===== src/rtl/mem_write_tracer.sv =====
// mem_write_tracer: captures vector data-memory writes that fall inside an
// address window, queues them in a FIFO, and serialises each queued write
// into one trace beat per enabled lane, in ascending lane order.
//
// Optional feature (compile-time macro TRACE_CYCLE_STAMP_EN):
//   defined     - a free-running 32-bit cycle counter and per-entry stamp
//                 storage are built; trace_stamp_o carries the cycle stamp of
//                 the write that produced the beat.
//   not defined - neither is built and trace_stamp_o is tied to 0.
//
// Ports:
//   CLK                 in   system clock, rising edge
//   RST                 in   synchronous active-high reset
//   data_mem_WE_i       in   CPU data-memory write strobe
//   data_mem_address_i  in   base address of the write
//   data_mem_in_data_i  in   write data, lane k at [k*DATA_W +: DATA_W]
//   lane_mask_i         in   per-lane write enable
//   trace_ready_i       in   sink accepts the current beat
//   trace_valid_o       out  beat available
//   trace_addr_o        out  lane address (base + lane*LANE_STRIDE)
//   trace_data_o        out  lane data
//   trace_lane_o        out  lane index
//   trace_stamp_o       out  cycle stamp of the originating write
//   fifo_full_o         out  FIFO holds DEPTH entries
//   fifo_empty_o        out  FIFO holds no entries
//   drop_cnt_o          out  writes lost to overflow, saturating
module mem_write_tracer #(
    parameter int unsigned ADDR_W      = 32,
    parameter int unsigned DATA_W      = 8,
    parameter int unsigned LANES       = 4,
    parameter int unsigned DEPTH       = 8,
    parameter int unsigned LANE_STRIDE = 1,
    parameter logic [ADDR_W-1:0] WIN_LO = '0,
    parameter logic [ADDR_W-1:0] WIN_HI = '1,
    localparam int unsigned LANE_W = (LANES > 1) ? $clog2(LANES) : 1
) (
    input  logic                     CLK,
    input  logic                     RST,
    input  logic                     data_mem_WE_i,
    input  logic [ADDR_W-1:0]        data_mem_address_i,
    input  logic [LANES*DATA_W-1:0]  data_mem_in_data_i,
    input  logic [LANES-1:0]         lane_mask_i,
    input  logic                     trace_ready_i,
    output logic                     trace_valid_o,
    output logic [ADDR_W-1:0]        trace_addr_o,
    output logic [DATA_W-1:0]        trace_data_o,
    output logic [LANE_W-1:0]        trace_lane_o,
    output logic [31:0]              trace_stamp_o,
    output logic                     fifo_full_o,
    output logic                     fifo_empty_o,
    output logic [15:0]              drop_cnt_o
);

    localparam int unsigned VEC_W = LANES * DATA_W;
    localparam int unsigned PTR_W = $clog2(DEPTH);
    localparam int unsigned CNT_W = PTR_W + 1;
    // Window test done as an offset compare so both bounds need only one comparator.
    localparam logic [ADDR_W:0] WIN_SPAN = {1'b0, WIN_HI - WIN_LO};

    typedef enum logic {
        S_IDLE,
        S_EMIT
    } state_t;

    // Lowest set bit of a lane mask.
    function automatic logic [LANE_W-1:0] lowest_lane(input logic [LANES-1:0] m);
        lowest_lane = '0;
        for (int i = int'(LANES) - 1; i >= 0; i--) begin
            if (m[i]) lowest_lane = LANE_W'(i);
        end
    endfunction

    function automatic logic [ADDR_W-1:0] lane_addr(input logic [ADDR_W-1:0] base,
                                                    input logic [LANE_W-1:0] lane);
        lane_addr = base + ADDR_W'(lane) * ADDR_W'(LANE_STRIDE);
    endfunction

    function automatic logic [DATA_W-1:0] lane_data(input logic [VEC_W-1:0] vec,
                                                    input logic [LANE_W-1:0] lane);
        lane_data = vec[int'(lane) * int'(DATA_W) +: DATA_W];
    endfunction

    // FIFO storage and control
    logic [ADDR_W-1:0] addr_mem [DEPTH];
    logic [VEC_W-1:0]  data_mem [DEPTH];
    logic [LANES-1:0]  mask_mem [DEPTH];
    logic [PTR_W-1:0]  wr_ptr_q;
    logic [PTR_W-1:0]  rd_ptr_q;
    logic [CNT_W-1:0]  count_q;

    // Serializer beat register (base address, full vector and mask of the entry in flight)
    state_t            state_q;
    logic [ADDR_W-1:0] beat_base_q;
    logic [VEC_W-1:0]  beat_vec_q;
    logic [LANES-1:0]  beat_mask_q;

    logic [ADDR_W:0]   win_off_c;
    logic              capture_c;
    logic              full_c;
    logic              empty_c;
    logic              push_c;
    logic              pop_c;
    logic [LANES-1:0]  rem_mask_c;
    logic              last_lane_c;
    logic [ADDR_W-1:0] head_addr_c;
    logic [VEC_W-1:0]  head_data_c;
    logic [LANES-1:0]  head_mask_c;
    logic [LANE_W-1:0] head_lane_c;
    logic [LANE_W-1:0] adv_lane_c;

    assign win_off_c = {1'b0, data_mem_address_i - WIN_LO};
    assign capture_c = data_mem_WE_i && (|lane_mask_i) && (win_off_c <= WIN_SPAN);
    assign full_c    = (count_q == CNT_W'(DEPTH));
    assign empty_c   = (count_q == '0);
    // Fullness is judged on the stored count, so a same-cycle pop never makes room.
    assign push_c    = capture_c && !full_c;

    // Lanes of the current entry still waiting to be emitted.
    always_comb begin
        rem_mask_c = '0;
        for (int i = 0; i < int'(LANES); i++) begin
            rem_mask_c[i] = beat_mask_q[i] && (LANE_W'(i) > trace_lane_o);
        end
    end

    assign last_lane_c = ~|rem_mask_c;
    assign pop_c       = !empty_c &&
                         ((state_q == S_IDLE) ||
                          ((state_q == S_EMIT) && trace_ready_i && last_lane_c));

    assign head_addr_c = addr_mem[rd_ptr_q];
    assign head_data_c = data_mem[rd_ptr_q];
    assign head_mask_c = mask_mem[rd_ptr_q];
    assign head_lane_c = lowest_lane(head_mask_c);
    assign adv_lane_c  = lowest_lane(rem_mask_c);

    // FIFO payload write (no reset needed: contents are qualified by count)
    always_ff @(posedge CLK) begin
        if (push_c) begin
            addr_mem[wr_ptr_q] <= data_mem_address_i;
            data_mem[wr_ptr_q] <= data_mem_in_data_i;
            mask_mem[wr_ptr_q] <= lane_mask_i;
        end
    end

    // FIFO pointers and occupancy
    always_ff @(posedge CLK) begin
        if (RST) begin
            wr_ptr_q <= '0;
            rd_ptr_q <= '0;
            count_q  <= '0;
        end else begin
            if (push_c) wr_ptr_q <= wr_ptr_q + PTR_W'(1);
            if (pop_c)  rd_ptr_q <= rd_ptr_q + PTR_W'(1);
            case ({push_c, pop_c})
                2'b10:   count_q <= count_q + CNT_W'(1);
                2'b01:   count_q <= count_q - CNT_W'(1);
                default: count_q <= count_q;
            endcase
        end
    end

    assign fifo_full_o  = full_c;
    assign fifo_empty_o = empty_c;

    // Overflow drop counter, saturating
    always_ff @(posedge CLK) begin
        if (RST) begin
            drop_cnt_o <= '0;
        end else if (capture_c && full_c && (drop_cnt_o != 16'hFFFF)) begin
            drop_cnt_o <= drop_cnt_o + 16'd1;
        end
    end

    // Serializer FSM: one beat per enabled lane, outputs registered
    always_ff @(posedge CLK) begin
        if (RST) begin
            state_q       <= S_IDLE;
            trace_valid_o <= 1'b0;
            trace_addr_o  <= '0;
            trace_data_o  <= '0;
            trace_lane_o  <= '0;
            beat_base_q   <= '0;
            beat_vec_q    <= '0;
            beat_mask_q   <= '0;
        end else begin
            case (state_q)
                S_IDLE: begin
                    trace_valid_o <= 1'b0;
                    if (pop_c) begin
                        state_q       <= S_EMIT;
                        trace_valid_o <= 1'b1;
                        beat_base_q   <= head_addr_c;
                        beat_vec_q    <= head_data_c;
                        beat_mask_q   <= head_mask_c;
                        trace_lane_o  <= head_lane_c;
                        trace_addr_o  <= lane_addr(head_addr_c, head_lane_c);
                        trace_data_o  <= lane_data(head_data_c, head_lane_c);
                    end
                end
                S_EMIT: begin
                    if (trace_ready_i) begin
                        if (!last_lane_c) begin
                            trace_lane_o <= adv_lane_c;
                            trace_addr_o <= lane_addr(beat_base_q, adv_lane_c);
                            trace_data_o <= lane_data(beat_vec_q, adv_lane_c);
                        end else if (pop_c) begin
                            beat_base_q  <= head_addr_c;
                            beat_vec_q   <= head_data_c;
                            beat_mask_q  <= head_mask_c;
                            trace_lane_o <= head_lane_c;
                            trace_addr_o <= lane_addr(head_addr_c, head_lane_c);
                            trace_data_o <= lane_data(head_data_c, head_lane_c);
                        end else begin
                            state_q       <= S_IDLE;
                            trace_valid_o <= 1'b0;
                        end
                    end
                end
                default: begin
                    state_q       <= S_IDLE;
                    trace_valid_o <= 1'b0;
                end
            endcase
        end
    end

`ifdef TRACE_CYCLE_STAMP_EN
    logic [31:0] cycle_q;
    logic [31:0] stamp_mem [DEPTH];

    // Free-running cycle counter, wraps naturally
    always_ff @(posedge CLK) begin
        if (RST) begin
            cycle_q <= '0;
        end else begin
            cycle_q <= cycle_q + 32'd1;
        end
    end

    always_ff @(posedge CLK) begin
        if (push_c) stamp_mem[wr_ptr_q] <= cycle_q;
    end

    // Stamp only changes when a new entry is loaded into the beat register
    always_ff @(posedge CLK) begin
        if (RST) begin
            trace_stamp_o <= '0;
        end else if (pop_c) begin
            trace_stamp_o <= stamp_mem[rd_ptr_q];
        end
    end
`else
    assign trace_stamp_o = '0;
`endif

endmodule

===== config.mk =====
export PLATFORM = sky130hd
export DESIGN_NAME = mem_write_tracer
export DESIGN_NICKNAME = d
export VERILOG_FILES = /design/src/rtl/mem_write_tracer.sv
export SDC_FILE = /design/constraint.sdc
export NUM_CORES = 1
export LEC_CHECK = 0
export CAP_MARGIN = 30
export CORE_ASPECT_RATIO = 0.9
export CORE_MARGIN = 2
export CORE_UTILIZATION = 36
export DETAILED_ROUTE_END_ITERATION = 8
export GPL_TIMING_DRIVEN = 0
export MAX_ROUTING_LAYER = met4
export PLACE_DENSITY = 0.63
export SYNTH_ARGS = -nofsm -noshare
export SYNTH_HDL_FRONTEND = slang
export SYNTH_SLANG_ARGS = --single-unit

===== constraint.sdc =====
create_clock -name CLK -period 13.7 [get_ports CLK]
set_input_delay 2.74 -clock CLK [delete_from_list [all_inputs] [get_ports CLK]]
set_output_delay 2.74 -clock CLK [all_outputs]
set_load 0.01 [all_outputs]

==> flow_summary.json, run 1 <==
{
  "hpwl_um": 48900,
  "clk_pin_slew_worst_paths_ns": 0.06,
  "ys_ff_latch": 676,
  "synth_compound_area_frac": 0.0481,
  "r2r_setup_slack_ns": 8.81,
  "whs_path_depth": 2,
  "grt_pass1_wl_um": 104000,
  "path_class": "input pin to register",
  "multiInputGateArea_mm2": 0.00807,
  "rows": 96,
  "yosysTopAreaCell": "edfxtp_1",
  "track_usage": 0.184,
  "clk_path_buf_depth": 3,
  "ys_top_cells_by_count": "544 x edfxtp_1, 188 x nor2_1, 132 x dfxtp_1",
  "drv_cap": 0,
  "synth_area_leaders": "edfxtp_1 59%, dfxtp_1 9.5%, mux4_2 9.0%",
  "cts_tree": "done",
  "end_kind": "register",
  "required_ns": 14.02,
  "synth_mux_area_frac": 0.141,
  "die_y_um": 267,
  "synth_flop_cell": "edfxtp_1",
  "numClockSinks": 676,
  "worstHoldStart": "trace_valid_o$_SDFFE_PP0P_",
  "synth_area_mm2": 0.0278,
  "synth_top_family_by_area": "multiplexers",
  "r2r-end": "trace_addr_o[21]$_SDFFE_PP0P_",
  "seqCellArea_mm2": 0.0190,
  "fin_skew_ns": 0.0285,
  "synth_xor_area_frac": 0.0252,
  "status": "finished, final reports clean",
  "cp_common_cell": "buf_6",
  "yosysTopAreaCellShare": 0.589,
  "whs_ns": 0.464,
  "die_w_um": 297,
  "relSlewSlack": 0.308,
  "root_buffer": "clkbuf_16",
  "remaining_drc_errors": 0,
  "core_mm2": 0.0763,
  "syn_avg_cell_area_um2": 16.3,
  "gp_congestion": 0.884,
  "nFillCells": 6659,
  "crit_path_start_kind": "input pin",
  "ys_types": 76,
  "ys_warn_count": 0,
  "hold_viol": 0,
  "antenna_found_initial": 7,
  "design.portCount": 165,
  "p_leak_nw": 10.9,
  "cts_made_buffers": 74,
  "utilization": 0.438,
  "io_buffers": 132,
  "hp-class": "register to register",
  "cts_resized": 0,
  "fin_crit_ns": 5.60,
  "detail-route-antenna-nets": 0,
  "tightestPinTransition_ns": 1.04,
  "cp_cell_sequence": "clkdlybuf4s50_1 > o41ai_2 > buf_4 > nor2_1 > nand2_1 > nor3_2 > buf_6 > buf_6 > buf_6 > buf_6",
  "max_freq_ghz": 0.179,
  "drtIter0Drc": 1300,
  "yosys.area_share.simple": 0.0632,
  "grt_pass1_vias": 15900,
  "slowest_delay_ns": 0.73,
  "post_cts_buffers": 0,
  "firstDrtPassIters": 5,
  "netlist_instances": 1702,
  "reg2regPathDepth": 16,
  "clk_latency_ns": 0.61,
  "viasPerCell": 5.18,
  "min_to": "trace_valid_o$_SDFFE_PP0P_",
  "num-nets-final": 2064,
  "cts_hold_buf": 0,
  "wl_per_cell_um": 22.9,
  "area_delta_synth_final_pct": 20.4,
  "ir_drop_uv": 115,
  "slew_violations": 0,
  "num_vias": 15900,
  "crit_slowest_cell": "clkdlybuf4s50_1",
  "gr-total-overflow": 0,
  "synth_fa_ha_area_frac": 0.00667,
  "setup_viol": 0,
  "routed_wl_um": 70200,
  "period_share": 0.409,
  "cp_max_fo": 10,
  "grt_max_degree": 25,
  "power_density_mw_per_mm2": 191,
  "rsz0062_at_grt": "no",
  "htreeDepth": 3,
  "arrival_ns": 5.92,
  "initial_utilization": 0.364,
  "synth_edf_count": 544,
  "async_flop_share": 0,
  "yosysMostFrequentCell": "edfxtp_1",
  "die-area_mm2": 0.0793,
  "yosysSeqAreaShare": 0.684,
  "drive_gt1_frac": 0.184
}
-- cell usage in the layout (no fill, tap or decap), types with 7 or more instances in the layout --
master and count:
edfxtp_1 544, nor2_1 182, dfxtp_1 132, clkdlybuf4s50_1 132, mux4_2 111, clkbuf_16 78, nand2_1 67, clkbuf_1 57
mux2i_1 57, buf_4 47, a21oi_1 44, xnor2_1 41, a211oi_1 41, xor2_1 39, conb_1 32, o21ai_0 31
nor3_1 30, nand3_1 27, buf_12 24, buf_6 21, o22ai_1 21, mux2_2 20, mux4_1 18, clkinv_1 16
inv_1 14, nand2b_1 12, a22oi_1 12, buf_2 11, o21ai_1 11, buf_1 10, ha_1 10, nand4_1 9
a221oi_1 9, and3_1 8, and2_1 8, diode_2 7
-- metal layers --
| metal | share of wire | GRT usage |
|---|---|---|
| met3 | 0.073 | 0.0349 |
| met5 | 0 | - |
| met2 | 0.46 | 0.278 |
| met1 | 0.45 | 0.256 |
| met4 | 0.018 | 0.0472 |
-- state kept, by name, indices dropped and copies added (netlist names), named ones only --
register / count
addr_mem: 256
count_q: 4
mask_mem: 32
beat_base_q: 32
drop_cnt_o: 16
beat_mask_q: 3
data_mem: 256
trace_data_o: 8
wr_ptr_q: 3
state_q: 1
trace_valid_o: 1
trace_addr_o: 32
rd_ptr_q: 3
trace_lane_o: 2
beat_vec_q: 24
-- metrics by stage --
step           setup TNS (ns)  total power, mW  instances  instance area [um2]  setup WS [ns]
6_report                    0             6.39       3072                33400           8.10
5_1_grt                     0             6.69       3071                33400           7.88
4_1_cts                     0             6.44       3065                33400           8.11
3_5_place_dp                0             4.55       2932                31100           7.47
3_3_place_gp          -224.99             4.50       2894                30500          -1.97
2_1_floorplan               0             3.83       1733                27900           5.06
-- layout make-up --
class / count / area share
Sequential cell: 676 / 0.568
Multi-Input combinational cell: 923 / 0.241
Clock buffer: 102 / 0.0614
Timing Repair Buffer: 170 / 0.0570
Tap cell: 1029 / 0.0385
Buffer: 117 / 0.0248
Clock inverter: 31 / 0.00689
Inverter: 17 / 0.00191
Antenna cell: 7 / 0.000524
-- logic make-up (layout without fill, tap and decap cells) --
family,after synthesis,in the layout
compound gates,199,199
xor+xnor,80,80
fa+ha+maj,13,13
buf+inv,134,437
flops,676,676
mux,214,214
other cells,1,39
simple gates,385,385
-- power breakdown --
part	internal, mW	switching (mW)	leakage [nW]
clock	1.10	0.780	1.10
combinational	0.803	1.15	3.76
sequential	2.43	0.138	6.02
-- critical path: cells and delay by family --
| family | cells | cell delay [ns] |
|---|---|---|
| AO/OA/AOI/OAI | 1 | 0.17 |
| buffers and inverters | 6 | 1.73 |
| AND/OR/NAND/NOR | 3 | 1.25 |
-- how the worst max path moves through the flow --
stage / start / to / slack (ns) / cells after the start
2_1_floorplan: lane_mask_i[1] / addr_mem[0][0]$_DFFE_PP_ / 5.06 / 5
3_3_place_gp: lane_mask_i[1] / addr_mem[0][22]$_DFFE_PP_ / -1.97 / 6
3_5_place_dp: lane_mask_i[1] / data_mem[4][14]$_DFFE_PP_ / 7.47 / 10
4_1_cts: lane_mask_i[1] / data_mem[4][13]$_DFFE_PP_ / 8.11 / 10
5_1_grt: lane_mask_i[1] / data_mem[4][9]$_DFFE_PP_ / 7.88 / 10
6_report: lane_mask_i[1] / data_mem[4][9]$_DFFE_PP_ / 8.10 / 10
No activity file was read; power rests on OpenSTA's default activity.
==> run 2, diff against run 1 <==
--- a/config.mk
+++ b/config.mk
@@ -12,7 +12,7 @@
 export DETAILED_ROUTE_END_ITERATION = 8
 export GPL_TIMING_DRIVEN = 0
 export MAX_ROUTING_LAYER = met4
-export PLACE_DENSITY = 0.63
+export PLACE_DENSITY = 0.65
 export SYNTH_ARGS = -nofsm -noshare
 export SYNTH_HDL_FRONTEND = slang
 export SYNTH_SLANG_ARGS = --single-unit
==> constraint.sdc (replaced) <==
create_clock -name CLK -period 4.8 [get_ports CLK]
set_input_delay 0.96 -clock CLK [delete_from_list [all_inputs] [get_ports CLK]]
set_output_delay 0.96 -clock CLK [all_outputs]
set_load 0.01 [all_outputs]
==> run 2 against run 1 <==
Worst setup slack lost 7.8 ns. Clock power grew to 3.0 times the previous value. Hold slack gained 0.016 ns. Clock skew grew 0.018 ns. Total power grew to 2.9 times the previous value. Global-route usage is essentially flat. Final area grew 0.64%. Die area is the same. Critical path depth grew 7. Sequential share of layout area shrank 0.36 points. Utilization grew 0.28 points. Cell count shrank 0.29%. Critical endpoint is now trace_addr_o[21]$_SDFFE_PP0P_.
==> flow_summary.json, run 2 (synthesis results as in run 1) <==
{
  "final_common_cell": "edfxtp_1",
  "relSlewSlack": 0.276,
  "arrival_ns": 5.01,
  "rsz0062_at_grt": "no",
  "viasPerCell": 5.16,
  "required_ns": 5.31,
  "fin_ws_ns": 0.300,
  "die-area_mm2": 0.0793,
  "drive_gt1_frac": 0.185,
  "gr-total-overflow": 0,
  "cts_made_buffers": 73,
  "instances_no_fill": 3063,
  "post_cts_buffers": 0,
  "status": "finished, final reports clean",
  "gp_congestion": 0.903,
  "placed_cells": 2923,
  "wl_per_cell_um": 22.8,
  "cp_common_cell": "buf_4",
  "end_kind": "register",
  "worstHoldStart": "trace_data_o[6]$_SDFFE_PP0P_",
  "drv_cap": 0,
  "r2r-end": "trace_addr_o[21]$_SDFFE_PP0P_",
  "place_ws_ns": -0.0340,
  "power_density_mw_per_mm2": 553,
  "die_w_um": 297,
  "clk_path_buf_depth": 3,
  "hpwl_um": 48100,
  "detail-route-antenna-nets": 0,
  "rows": 96,
  "io_buffers": 132,
  "r2r_setup_slack_ns": 0.30,
  "root_buffer": "clkbuf_16",
  "clk_latency_ns": 0.65,
  "area_delta_synth_final_pct": 21.2,
  "slew_violations": 0,
  "routed_wl_um": 69900,
  "cp_cell_sequence": "buf_4 > buf_4 > buf_2 > mux4_2 > mux2i_1 > buf_4 > nand2_2 > and3_1 > ha_1 > a21oi_1 > and3b_1 > and4_4 > and4_4 > buf_6 > xnor2_1 > a222oi_1 > nor2_1",
  "hp-class": "register to register",
  "whs_path_depth": 2,
  "cts_tree": "done",
  "mostFrequentLayoutCells": "544 x edfxtp_1, 182 x nor2_1, 132 x dfxtp_1, 132 x clkdlybuf4s50_1, 111 x mux4_2",
  "fin_skew_ns": 0.0462,
  "grt_pass1_wl_um": 104000,
  "initial_utilization": 0.364,
  "remaining_drc_errors": 0,
  "numClockSinks": 676,
  "antenna_found_initial": 7,
  "num-nets-final": 2052,
  "period_share": 0.938,
  "tightestPinTransition_ns": 1.08,
  "firstDrtPassIters": 5,
  "fin_crit_ns": 4.50,
  "grt_pass1_vias": 16000,
  "setup_viol": 0,
  "cp_max_fo": 10,
  "reg2regPathDepth": 17,
  "top_regs": "addr_mem (256), data_mem (256)",
  "drtIter0Drc": 1221,
  "die_y_um": 267,
  "cts_resized": 0,
  "crit_path_start_kind": "register",
  "ir_drop_uv": 308,
  "core_mm2": 0.0763,
  "p_leak_nw": 11.0,
  "path_class": "register to register",
  "utilization": 0.441,
  "htreeDepth": 3,
  "slowest_delay_ns": 0.51,
  "hold_viol": 0,
  "crit_slowest_cell": "mux2i_1",
  "p_total_mw": 18.6,
  "grt_max_degree": 25,
  "clk_pin_slew_worst_paths_ns": 0.06,
  "nFillCells": 6627,
  "min_to": "trace_data_o[6]$_SDFFE_PP0P_",
  "num_vias": 15800,
  "track_usage": 0.183,
  "max_freq_ghz": 0.222,
  "design.portCount": 165
}
## run 2: cell count changes in the layout (fill, tap and decap cells not counted), sizes merged
cell      previous run  this run
buf                118       108
clkinv              24        28
clkinvlp             2         1
bufinv               3         8
clkbuf             138       128
inv                 19        22
## run 2: how the worst max path moves through the flow
stage / from / end / slack, ns
after floorplan: lane_mask_i[1] / addr_mem[3][0]$_DFFE_PP_ / -0.23
after global placement: lane_mask_i[1] / addr_mem[2][24]$_DFFE_PP_ / -4.92
after detailed placement: register / trace_addr_o[21]$_SDFFE_PP0P_ / -0.03
after CTS: register / trace_addr_o[20]$_SDFFE_PP0P_ / 0.13
after global routing: register / trace_addr_o[21]$_SDFFE_PP0P_ / 0.05
final: register / trace_addr_o[21]$_SDFFE_PP0P_ / 0.30
## run 2: stage by stage
step | instance area [um2] | setup TNS, ns | hold WS [ns]
after floorplan | 27900 | -46.23 | 0.454
after global placement | 30500 | -2455.35 | 0.451
after detailed placement | 31200 | -0.0340 | 0.465
after CTS | 33600 | 0 | 0.473
after global routing | 33600 | 0 | 0.498
final | 33600 | 0 | 0.479
## run 2: cell type report
cell class              count  area [um2]  share of cell area
clock inverters            42         542              0.0161
clock buffers              93        1920              0.0571
well taps                1029        1290              0.0383
multi-input cells         923        8080               0.240
repair buffers            161        1940              0.0576
inverters                  17        63.8             0.00190
flip-flops and latches    676       19000               0.564
diodes                      7        17.5            0.000521
plain buffers             115         820              0.0244
## run 2: power by group
group          switching [mW]  total [mW]  internal [mW]
logic                    3.30        5.60           2.30
registers               0.389        7.31           6.92
clock network            2.38        5.71           3.33
total                    6.07        18.6           12.6
## run 2: what timing repair did
action | in CTS | in global routing
gates cloned | 0 | 0
hold buffers | 0 | 0
endpoints found under the setup margin | 2 | 2
## run 2: critical path: cells and delay by family (launching register included)
| family | cells | cell delay (ns) |
|---|---|---|
| AND/OR/NAND/NOR | 6 | 1.25 |
| buffers and inverters | 5 | 1.17 |
| multiplexers | 2 | 0.86 |
| AO/OA/AOI/OAI | 2 | 0.33 |
| flip-flops | 1 | 0.32 |
| adder cells (fa/ha/maj) | 1 | 0.30 |
| XOR/XNOR | 1 | 0.10 |
## run 2: layer usage
layer	vias to the layer above	track usage	routed length (um)
met5	-	-	0
met4	0	0.0407	1130
met3	93	0.0412	5280
met2	568	0.282	32500
met1	8039	0.250	31000
li1	7105	-	-
